$ cat src/rtl/prince_ti_pkg.sv
// Shared encodings and constants for the 4-share TI PRINCE round controller.
package prince_ti_pkg;

  typedef enum logic [2:0] {
    StIdle,
    StSeed,
    StLoad,
    StSbox,
    StLin,
    StDone
  } state_e;

  localparam logic [1:0] LIN_FWD   = 2'd0;
  localparam logic [1:0] LIN_MID   = 2'd1;
  localparam logic [1:0] LIN_BWD   = 2'd2;
  localparam logic [1:0] LIN_FINAL = 2'd3;

  localparam int unsigned NUM_SLAYERS     = 12;
  localparam logic [3:0]  MID_LAYER       = 4'd5;
  localparam logic [3:0]  INV_FIRST_LAYER = 4'd6;
  localparam logic [3:0]  LAST_LAYER      = 4'(NUM_SLAYERS - 1);

endpackage

$ cat src/rtl/prince_ti_lin_decode.sv
// Maps an S-layer index to the linear-layer mode, round-constant index and S-box direction.
module prince_ti_lin_decode
  import prince_ti_pkg::*;
(
  input  logic [3:0] layer,
  output logic [1:0] lin_mode,
  output logic [3:0] rc_idx,
  output logic       inv
);

  always_comb begin
    lin_mode = LIN_FWD;
    rc_idx   = 4'd0;
    inv      = (layer >= INV_FIRST_LAYER);
    if (layer < MID_LAYER) begin
      lin_mode = LIN_FWD;
      rc_idx   = layer + 4'd1;
    end else if (layer == MID_LAYER) begin
      // The middle reflection applies M' only; no round constant is consumed.
      lin_mode = LIN_MID;
      rc_idx   = 4'd0;
    end else if (layer < LAST_LAYER) begin
      lin_mode = LIN_BWD;
      rc_idx   = layer;
    end else begin
      lin_mode = LIN_FINAL;
      rc_idx   = LAST_LAYER;
    end
  end

endmodule

$ cat src/rtl/prince_ti_round_ctrl.sv
// Round sequencer for the TI PRINCE core: seed request, load, 12 x (S-box stages + linear layer).
module prince_ti_round_ctrl
  import prince_ti_pkg::*;
#(
  parameter int unsigned SBOX_STAGES = 2,
  parameter int unsigned SW          = 2
) (
  input  logic          clk,
  input  logic          rst,
  input  logic          start,
  input  logic          rnd_valid,
  output logic          busy,
  output logic          done,
  output logic          rnd_req,
  output logic          guard_load,
  output logic          sel_in,
  output logic          state_en,
  output logic          sbox_en,
  output logic [SW-1:0] sbox_stage,
  output logic          inv,
  output logic          lin_en,
  output logic [1:0]    lin_mode,
  output logic [3:0]    rc_idx
);

  localparam logic [SW-1:0] LAST_STAGE = SW'(SBOX_STAGES - 1);

  state_e        state_q, state_d;
  logic [3:0]    layer_q, layer_d;
  logic [SW-1:0] stage_q, stage_d;

  logic          busy_d, done_d, rnd_req_d, sel_in_d, state_en_d, sbox_en_d;
  logic [SW-1:0] sbox_stage_d;
  logic          inv_d, lin_en_d;
  logic [1:0]    lin_mode_d;
  logic [3:0]    rc_idx_d;

  logic [1:0]    dec_lin_mode;
  logic [3:0]    dec_rc_idx;
  logic          dec_inv;

  // Decoding the next layer lets the outputs be registered yet aligned with the state.
  prince_ti_lin_decode u_lin_decode (
    .layer    (layer_d),
    .lin_mode (dec_lin_mode),
    .rc_idx   (dec_rc_idx),
    .inv      (dec_inv)
  );

  always_comb begin
    state_d = state_q;
    layer_d = layer_q;
    stage_d = stage_q;
    unique case (state_q)
      StIdle: if (start) state_d = StSeed;
      StSeed: if (rnd_valid) state_d = StLoad;
      StLoad: begin
        state_d = StSbox;
        layer_d = 4'd0;
        stage_d = '0;
      end
      StSbox: begin
        if (stage_q == LAST_STAGE) state_d = StLin;
        else                       stage_d = stage_q + SW'(1);
      end
      StLin: begin
        if (layer_q == LAST_LAYER) begin
          state_d = StDone;
        end else begin
          state_d = StSbox;
          layer_d = layer_q + 4'd1;
          stage_d = '0;
        end
      end
      StDone: begin
        state_d = StIdle;
        layer_d = 4'd0;
        stage_d = '0;
      end
      default: begin
        state_d = StIdle;
        layer_d = 4'd0;
        stage_d = '0;
      end
    endcase
  end

  always_comb begin
    busy_d       = 1'b0;
    done_d       = 1'b0;
    rnd_req_d    = 1'b0;
    sel_in_d     = 1'b0;
    state_en_d   = 1'b0;
    sbox_en_d    = 1'b0;
    sbox_stage_d = '0;
    inv_d        = 1'b0;
    lin_en_d     = 1'b0;
    lin_mode_d   = LIN_FWD;
    rc_idx_d     = 4'd0;
    unique case (state_d)
      StSeed: begin
        busy_d    = 1'b1;
        rnd_req_d = 1'b1;
      end
      StLoad: begin
        busy_d     = 1'b1;
        sel_in_d   = 1'b1;
        state_en_d = 1'b1;
      end
      StSbox: begin
        busy_d       = 1'b1;
        sbox_en_d    = 1'b1;
        sbox_stage_d = stage_d;
        inv_d        = dec_inv;
      end
      StLin: begin
        busy_d     = 1'b1;
        lin_en_d   = 1'b1;
        state_en_d = 1'b1;
        lin_mode_d = dec_lin_mode;
        rc_idx_d   = dec_rc_idx;
      end
      StDone:  done_d = 1'b1;
      default: ;
    endcase
  end

  always_ff @(posedge clk) begin
    if (rst) begin
      state_q    <= StIdle;
      layer_q    <= 4'd0;
      stage_q    <= '0;
      busy       <= 1'b0;
      done       <= 1'b0;
      rnd_req    <= 1'b0;
      sel_in     <= 1'b0;
      state_en   <= 1'b0;
      sbox_en    <= 1'b0;
      sbox_stage <= '0;
      inv        <= 1'b0;
      lin_en     <= 1'b0;
      lin_mode   <= LIN_FWD;
      rc_idx     <= 4'd0;
    end else begin
      state_q    <= state_d;
      layer_q    <= layer_d;
      stage_q    <= stage_d;
      busy       <= busy_d;
      done       <= done_d;
      rnd_req    <= rnd_req_d;
      sel_in     <= sel_in_d;
      state_en   <= state_en_d;
      sbox_en    <= sbox_en_d;
      sbox_stage <= sbox_stage_d;
      inv        <= inv_d;
      lin_en     <= lin_en_d;
      lin_mode   <= lin_mode_d;
      rc_idx     <= rc_idx_d;
    end
  end

  // The seed must be captured in the same cycle it is offered, so this one is not registered.
  assign guard_load = (state_q == StSeed) && rnd_valid;

endmodule

$ cat config.mk
export PLATFORM = sky130hd
export DESIGN_NAME = prince_ti_round_ctrl
export DESIGN_NICKNAME = d
export VERILOG_FILES = /design/src/rtl/prince_ti_pkg.sv /design/src/rtl/prince_ti_lin_decode.sv /design/src/rtl/prince_ti_round_ctrl.sv
export SDC_FILE = /design/constraint.sdc
export NUM_CORES = 1
export LEC_CHECK = 0
export BUFFER_PORTS_ARGS = -buffer_cell sky130_fd_sc_hd__buf_2
export CAP_MARGIN = 20
export CORE_UTILIZATION = 45
export DETAILED_ROUTE_END_ITERATION = 10
export PLACE_DENSITY = 0.76
export SLEW_MARGIN = 20
export SYNTH_ARGS = -nofsm -noshare
export SYNTH_HDL_FRONTEND = slang
export SYNTH_SLANG_ARGS = --single-unit
$ cat constraint.sdc
create_clock -name clk -period 3.1 [get_ports clk]
set_clock_uncertainty 0.15 [all_clocks]
set_input_delay 0.465 -clock clk [delete_from_list [all_inputs] [get_ports clk]]
set_output_delay 0.465 -clock clk [all_outputs]
set_load 0.03 [all_outputs]
== Yosys cells after proc, flatten, opt, wreduce, memory -nomap -nowiden ==
Index checks and enable logic that the tools add are counted.
Storage, ports and cells
  register bits: 25
  bits in latches: 0
  word-level logic and storage cells: 67
  RAM bits: 0
  memories kept: 0
  input port bits: 4
  bits in read-only memories: 0
Operators by class
  shift-type cells: 0
  $lt $le $gt $ge: 3
  multiplexer cells: 22
  divide/modulo/power cells: 0
  reductions and logical operators: 10
  equality and inequality tests: 12
  bitwise logic cells: 2
  $mul: 0
  $add $sub $neg: 3
Operator list (number)
  $mux 4: 4
  $pmux 3 s5: 1
  $eq 3x2->1 const B: 4
  $mux 3: 4
  $eq 3x3->1 const B: 3
  $mux 1: 9
  $add 4x1->4 const B: 2
  $pmux 4 s2: 1
  $reduce_or 2->1: 4
  $reduce_or 4->1: 2
  $eq 3x1->1 const B: 2
  $pmux 2 s3: 1
  $reduce_or 3->1: 2
  $eq 4x3->1 const B: 1
  $eq 4x4->1 const B: 1
  $ge 4x3->1 const B: 1
  $lt 4x3->1 const B: 1
  $lt 4x4->1 const B: 1
  $mux 2: 2
  $logic_not 3->1: 1
  $add 2x1->2 const B: 1
  $eq 2x1->1 const B: 1
  $not 1->1: 2
  $logic_and 1x1->1: 1

== Depth between registers and ports, before layout ==
Gate-level depths: netlist of the first run.
  word-level depth: 7
  depth in mapped cells: 11
  gate-level depth less buffers: 10

== Cells and area by module ==
From an unflattened synthesis of the first run, not the netlist that was laid out.
Second synthesis, totals
  cell total of the unflattened synthesis: 127
  area, all modules: 1194.9 um^2
By module, submodules not included
  prince_ti_round_ctrl: instances 1, cells an instance 99, area each 989.7 um^2, sequential area each 500.5 um^2
  prince_ti_lin_decode: instances 1, cells an instance 28, area each 205.2 um^2, sequential area each 0.0 um^2

== Least setup slack after synthesis of the first run ==
Ideal clock, no wire load.
  path kind: register to register
  from: reg layer_q[0]
  to: reg rc_idx[1]
  data required time: 2864 ps
  setup slack: 692 ps
  clock period less this slack: 2408 ps
  stages on the path, launching flop included: 9
  arrival: 2172 ps
  cell sequence: dfxtp_1 > ha_1 > nand3b_2 > o21a_1 > o221a_2 > ha_1 > nor4_1 > nor3_1 > a211oi_1
On the way
  word-level cells in the longest chain between the ends: 7
Ends and longest elaborated chain
  from (decl): line prince_ti_round_ctrl.sv:29  | logic [3:0] layer_q, layer_d;
  from (signal assigned): line prince_ti_round_ctrl.sv:146  | layer_q <= layer_d;
  $add 4x1->4 / $eq 4x4->1 (equally long branches): line prince_ti_round_ctrl.sv:71, prince_ti_round_ctrl.sv:67
  $mux 4: line prince_ti_round_ctrl.sv:67  | if (layer_q == LAST_LAYER) begin
  $pmux 4 s2: line prince_ti_round_ctrl.sv:54  | unique case (state_q)
  $lt 4x4->1: line prince_ti_lin_decode.sv:22  | end else if (layer < LAST_LAYER) begin
  $mux 4: line prince_ti_lin_decode.sv:22
  $mux 4: line prince_ti_lin_decode.sv:18  | end else if (layer == MID_LAYER) begin
  $mux 4: line prince_ti_lin_decode.sv:15  | if (layer < MID_LAYER) begin
  to (signal assigned): line prince_ti_round_ctrl.sv:158  | rc_idx <= rc_idx_d;
  to (decl): line prince_ti_round_ctrl.sv:23  | output logic [3:0] rc_idx
Several ways; a longest one is shown, not always the timed one.
A chain may end at the register's enable or synchronous reset.

== Worst setup path after layout of the first run ==
  from: reg layer_q[0]
  to: reg rc_idx[1]
On the way
  word-level cells in the longest chain between the ends: 7
Ends and longest elaborated chain (line)
  $add 4x1->4 / $eq 4x4->1 (equally long branches): prince_ti_round_ctrl.sv:71, prince_ti_round_ctrl.sv:67
  $mux 4: prince_ti_round_ctrl.sv:67
  $pmux 4 s2 *: prince_ti_round_ctrl.sv:54
  net layer_d[0]: prince_ti_round_ctrl.sv:29
  $lt 4x4->1: prince_ti_lin_decode.sv:22
  $mux 4: prince_ti_lin_decode.sv:22
  $mux 4: prince_ti_lin_decode.sv:18
  $mux 4 *: prince_ti_lin_decode.sv:15
The timed path passes the listed nets; every way through them passes the cells marked *.

==> results of run 1 <==
[flip-flops by register name, indices dropped and copies added, names as in the netlist, 2 cells and up]
register / count
lin_mode: 2
state_q: 3
layer_q: 4
rc_idx: 4
stage_q: 2
sbox_stage: 2
[worst max-delay path, delay by kind of cell (launching register included)]
family | cells | cell delay, ns
flip-flops | 1 | 0.42
buffers and inverters | 1 | 0.15
AND/OR/NAND/NOR | 3 | 0.78
AO/OA/AOI/OAI | 2 | 0.66
adder cells (fa/ha/maj) | 2 | 0.56
[power groups by stage]
stage                     logic [mW]  clock network [mW]  registers (mW)
after floorplan               0.0790                   0           0.369
after global placement         0.105                   0           0.360
after detailed placement       0.105                   0           0.360
after CTS                      0.106               0.144           0.353
after global routing           0.115               0.157           0.356
final                          0.106               0.141           0.353
[metal layers]
metal / GRT usage [%] / vias up / share of wire [%]
li1: - / 512 / -
met1: 24.1 / 441 / 51
met2: 24.3 / 18 / 45
met3: 3.28 / 2 / 3.2
met4: 3.75 / 0 / 0.65
met5: 0 / - / 0
[final timing paths]
check                           startpoint            end  slack, ns  depth (start not counted)
worst max register to register  layer_q[0]      rc_idx[1]       0.31                          8
worst max-delay path            layer_q[0]      rc_idx[1]       0.31                          8
worst min-delay path                   rst     state_q[2]       0.33                          2
worst min register to register  stage_q[1]  sbox_stage[1]       0.39                          1
[cell type report]
| class | count | area share, % |
|---|---|---|
| Tap cell | 30 | 2.74 |
| Multi-Input combinational cell | 97 | 48.9 |
| Inverter | 7 | 1.92 |
| Sequential cell | 25 | 36.6 |
| Clock buffer | 4 | 1.92 |
| Timing Repair Buffer | 21 | 7.87 |
[kinds of logic after synthesis]
group | after synthesis | synth area share (%)
AOI/OAI and AO/OA | 33 | 18.9
adders and majority gates | 5 | 4.96
buffers and inverters | 14 | 7.24
DFF | 25 | 39.7
muxes | 3 | 2.68
and+or+nand+nor | 56 | 26.6
[through the flow]
step	area [µm²]	power (mW)	std cells
2_1_floorplan	1260	0.448	136
3_3_place_gp	1340	0.465	180
3_5_place_dp	1340	0.465	180
4_1_cts	1370	0.603	184
5_1_grt	1370	0.628	184
6_report	1370	0.601	184
[cell usage in the layout (no fill, tap or decap), drive strengths merged, types with 2 or more instances in the layout]
cell | Yosys | routed
nor2 | 14 | 14
nand4b | 2 | 2
o211ai | 2 | 2
and2 | 4 | 4
inv | 7 | 7
a31oi | 2 | 2
mux2i | 3 | 3
buf | 6 | 21
a21boi | 2 | 2
nor3 | 7 | 7
and3 | 3 | 3
ha | 5 | 5
dfxtp | 25 | 25
nand2 | 8 | 8
o21ai | 6 | 6
a21oi | 8 | 8
clkbuf | 1 | 4
o21a | 3 | 3
nor2b | 7 | 7
nand3 | 3 | 3
==> results.yml, run 1 <==
status:
  result_of_the_run: "finished clean"
sta:
  finalCritPeriodShare_pct: 90.0
  max_slew_margin_pct: 58.9
  tightest_slew_ns: 0.615
  fin_ws_ns: 0.310
  holdWs_ns: 0.333
  grt_setup_unrepaired: "false"
  finalHoldViolations: 0
  clock_period_minus_worst_slack_ns: 2.79
  setup_tns_ns: 0
  maxSlewViolCount: 0
  finalSetupViolCount: 0
  fmax_mhz: 358
global_route:
  grt_max_degree: 19
  first_pass_grt_wire_length_um: 3550
  global_route.usage.total_pct: 16.3
  grt_antenna_before_repair: 0
  globalRoute.totalOverflow: 0
  via_count_of_the_first_global_routing_pass: 805
critical_path:
  critical_path.slowest_cell: "nor4_1"
  cpPeakStageDelay_ns: 0.49
  timing.critical_path.cells: "ha_1 > nand3b_2 > o211ai_1 > inv_1 > ha_1 > nor4_1 > nor3_1 > a211oi_1"
  crit_arrival_ns: 2.88
  cp_data_required_time_ns: 3.19
  timing.critical_path.to_type: "register"
  crit_type: "register to register"
  cpMostUsedCell: "ha_1"
  crit_fanout: 6
  start_kind: "register"
pwr:
  power.switching_fraction_pct: 29.6
  p_per_cell_area_nw_per_um2: 439
  worst_ir_drop_vdd_v: 0.000427
  p_sw_mw: 0.178
  power.internal_mw: 0.423
  share_clk_of_total_power_pct: 23.5
  p_seq_share_pct: 58.8
  p_leak_nw: 0.592
  comb_power_share_pct: 17.7
cts:
  ctsRootBufferMaster: "clkbuf_4"
  clk_pin_slew_worst_paths_ns: 0.14
  tritoncts: "yes"
  cts_post_setup_buffers_inserted: 0
  cts_resized: 0
  cts-buffers-inserted: 3
  cts_max_path_buffers: 2
  clk_latency_ns: 0.31
  cts_hold_buffers: 0
  clkSinkCount: 25
  ctsHtreeMaxLevel: 1
final_layout:
  nFillCells: 247
  flow.area_growth_from_synthesis_pct: 8.43
  post_route_utilization_pct: 53.3
  combined_area_of_the_multi_input_logic_cells_um2: 669
  final_nets: 164
  regArea_um2: 500
  post_route_cells_drive_above_1_share_pct: 24.7
  antenna_cells_inserted: 0
synth:
  synth.distinct_cells: 48
  syn_area_um2: 1260
  synth_ff_type: "dfxtp_1"
  seq_area_frac_synth_pct: 39.7
  ys_async_sr_fraction_pct: 0
  synth_top_cells_by_area: "dfxtp_1 40%, ha_1 5.0%, buf_6 4.5%, nor2_1 3.9%, a21oi_1 3.2%"
  netlist_top_cells_count: "25 x dfxtp_1, 13 x nor2_1, 8 x a21oi_1, 8 x nand2_1, 6 x nor2b_1"
  synth_enable_flop_cells: 0
  post-synth-top-count-cell: "dfxtp_1"
  syn-num-nets: 145
  synth-seq-cells: 25
  synthDominantCellAreaShare_pct: 39.7
  synth_top_area_cell: "dfxtp_1"
  synth.yosys.warnings: 0
  syn-instance-count: 136
  postSynthAreaPerCell_um2: 9.27
hold_path:
  hp-class: "primary input to register"
detailed_routing:
  wirelength_um: 2330
  detail-route-antenna-nets: 0
  remaining_drc_errors: 0
  drt_iter0_drc: 14
  routed_via_density: 5.29
  vias: 973
  drt_pass1_iterations: 4
  wire_per_inst_um: 12.6
floorplan:
  fp-row-count: 18
  core_area_um2: 2570
  dieArea_um2: 3020
  initial_utilization_pct: 49.1
  io-pin-count: 21
  die-height_um: 54.9
  fp.dieW_um: 54.9
placement:
  globalplace.congestion: 0.866
  place_ws_ns: 0.384
  numPortBuffers: 20
  detailed_place_hpwl_um: 1690
job:
  max_cap_violations: 0
(Power assumes the default switching activity.)
==> inputs of run 2 (changes only) <==
- ABC_CLOCK_PERIOD_IN_PS: not set -> 3100
- CORE_ASPECT_RATIO: not set -> 0.7
==> run 2 against run 1 <==
Effect of this change: clock-buffer cell count decreased by 1; core utilization rose by 1.7 points; wire length is 8.0% higher; total power grew 9.4%; critical path type unchanged; largest power group unchanged.
==> results.yml, run 2 (synthesis gave the netlist of run 1 again) <==
cts:
  cts_max_path_buffers: 2
  cts-buffers-inserted: 3
  cts_post_setup_buffers_inserted: 0
  tritoncts: "yes"
  clkSinkCount: 25
  clk_latency_ns: 0.27
  clk_pin_slew_worst_paths_ns: 0.09
  ctsRootBufferMaster: "clkbuf_8"
  ctsHtreeMaxLevel: 1
  cts_hold_buffers: 0
  cts_resized: 0
critical_path:
  cpMostUsedCell: "ha_1"
  critical_path.slowest_cell: "nor4_1"
  cpPeakStageDelay_ns: 0.48
  timing.critical_path.cells: "ha_1 > nand3b_2 > o211ai_1 > inv_1 > ha_1 > nor4_1 > nor3_1 > a211oi_1"
  r2r_start: "layer_q[1]"
  crit_arrival_ns: 2.85
  critical_path.top_delay_family: "simple AND/OR/NAND/NOR gates"
  crit_type: "register to register"
  reg2reg_depth: 8
  cp_data_required_time_ns: 3.14
  critical_path.startpoint: "layer_q[1]"
  worst_setup_slack_for_register_to_register_paths_ns: 0.29
  start_kind: "register"
  timing.critical_path.to_type: "register"
  reg2reg_to: "rc_idx[1]"
  crit_fanout: 6
  sum_of_buffers_and_inverters_on_the_critical_path: 1
floorplan:
  fp.dieW_um: 65.3
  initial_utilization_pct: 49.4
  fp-row-count: 15
  core_area_um2: 2550
  dieArea_um2: 3020
  die-height_um: 46.3
  io-pin-count: 21
placement:
  detailed_place_hpwl_um: 1850
  place_ws_ns: 0.342
  numPortBuffers: 20
  globalplace.congestion: 0.904
hold_path:
  hp-class: "primary input to register"
  min_path_cells: 2
  hold_start: "rst"
  min_to: "state_q[2]"
detailed_routing:
  detail-route-antenna-nets: 0
  remaining_drc_errors: 0
  wirelength_um: 2510
  drt_pass1_iterations: 4
  vias: 1033
  drt_iter0_drc: 37
  routed_via_density: 5.47
  wire_per_inst_um: 13.3
sta:
  finalHoldViolations: 0
  setup_tns_ns: 0
  clock_period_minus_worst_slack_ns: 2.81
  finalCritPeriodShare_pct: 90.6
  max_slew_margin_pct: 64.7
  finalSetupViolCount: 0
  fin_ws_ns: 0.291
  tightest_slew_ns: 0.529
  maxSlewViolCount: 0
  grt_setup_unrepaired: "false"
  fmax_mhz: 356
pwr:
  worst_ir_drop_vdd_v: 0.000323
  p_leak_nw: 0.604
  p_per_cell_area_nw_per_um2: 469
final_layout:
  nFillCells: 228
  final_nets: 165
  largest_registers_ranked_by_flip_flop_count: "layer_q (4), rc_idx (4), state_q (3)"
  post_route_cells_drive_above_1_share_pct: 25.8
  final_common_cell: "dfxtp_1"
  antenna_cells_inserted: 0
  most_frequent_cells_in_the_layout: "25 x dfxtp_1, 20 x buf_2, 13 x nor2_1, 8 x nand2_1, 8 x a21oi_1"
  flow.area_growth_from_synthesis_pct: 11.2
status:
  result_of_the_run: "finished clean"
global_route:
  grt_antenna_before_repair: 0
  global_route.usage.total_pct: 18.3
  globalRoute.totalOverflow: 0
  via_count_of_the_first_global_routing_pass: 806
  grt_max_degree: 16
  first_pass_grt_wire_length_um: 4030
job:
  max_cap_violations: 0
[run 2: area by class of cell]
cell class,instances,area [µm²],area share [%]
inverters,7,26.3,1.87
multi-input cells,97,669,47.7
well taps,34,42.5,3.03
flip-flops and latches,25,500,35.7
clock buffers,3,41.3,2.94
repair buffers,22,115,8.21
clock inverters,1,7.51,0.535
[run 2: how the worst max path moves through the flow]
stage	endpoint	depth (start not counted)
6_report	rc_idx[1]	8
5_1_grt	rc_idx[1]	8
4_1_cts	rc_idx[1]	8
3_5_place_dp	rc_idx[1]	8
3_3_place_gp	rc_idx[1]	8
2_1_floorplan	rc_idx[1]	8
[run 2: where the power goes]
| group | internal, mW | total [mW] | switching (mW) | leakage, nW |
|---|---|---|---|---|
| clock | 0.0912 | 0.196 | 0.105 | 0.0217 |
| combinational | 0.0375 | 0.107 | 0.0695 | 0.380 |
| sequential | 0.335 | 0.354 | 0.0193 | 0.203 |
[run 2: metal layers]
metal	up-vias	global-route usage, %	wire, µm
met5	-	0	0
met4	0	5.22	25
met3	4	6.68	220
met2	52	26.0	1050
met1	463	25.7	1210
li1	514	-	-
[run 2: through the flow]
stage	hold slack [ns]	power [mW]	area, µm²	instances	util, %
6_report	0.368	0.657	1400	189	55.0
3_5_place_dp	0.395	0.466	1350	185	53.0
5_1_grt	0.378	0.686	1400	189	55.0
2_1_floorplan	0.342	0.448	1260	136	-
3_3_place_gp	0.370	0.466	1350	185	53.0
4_1_cts	0.363	0.661	1400	189	55.0
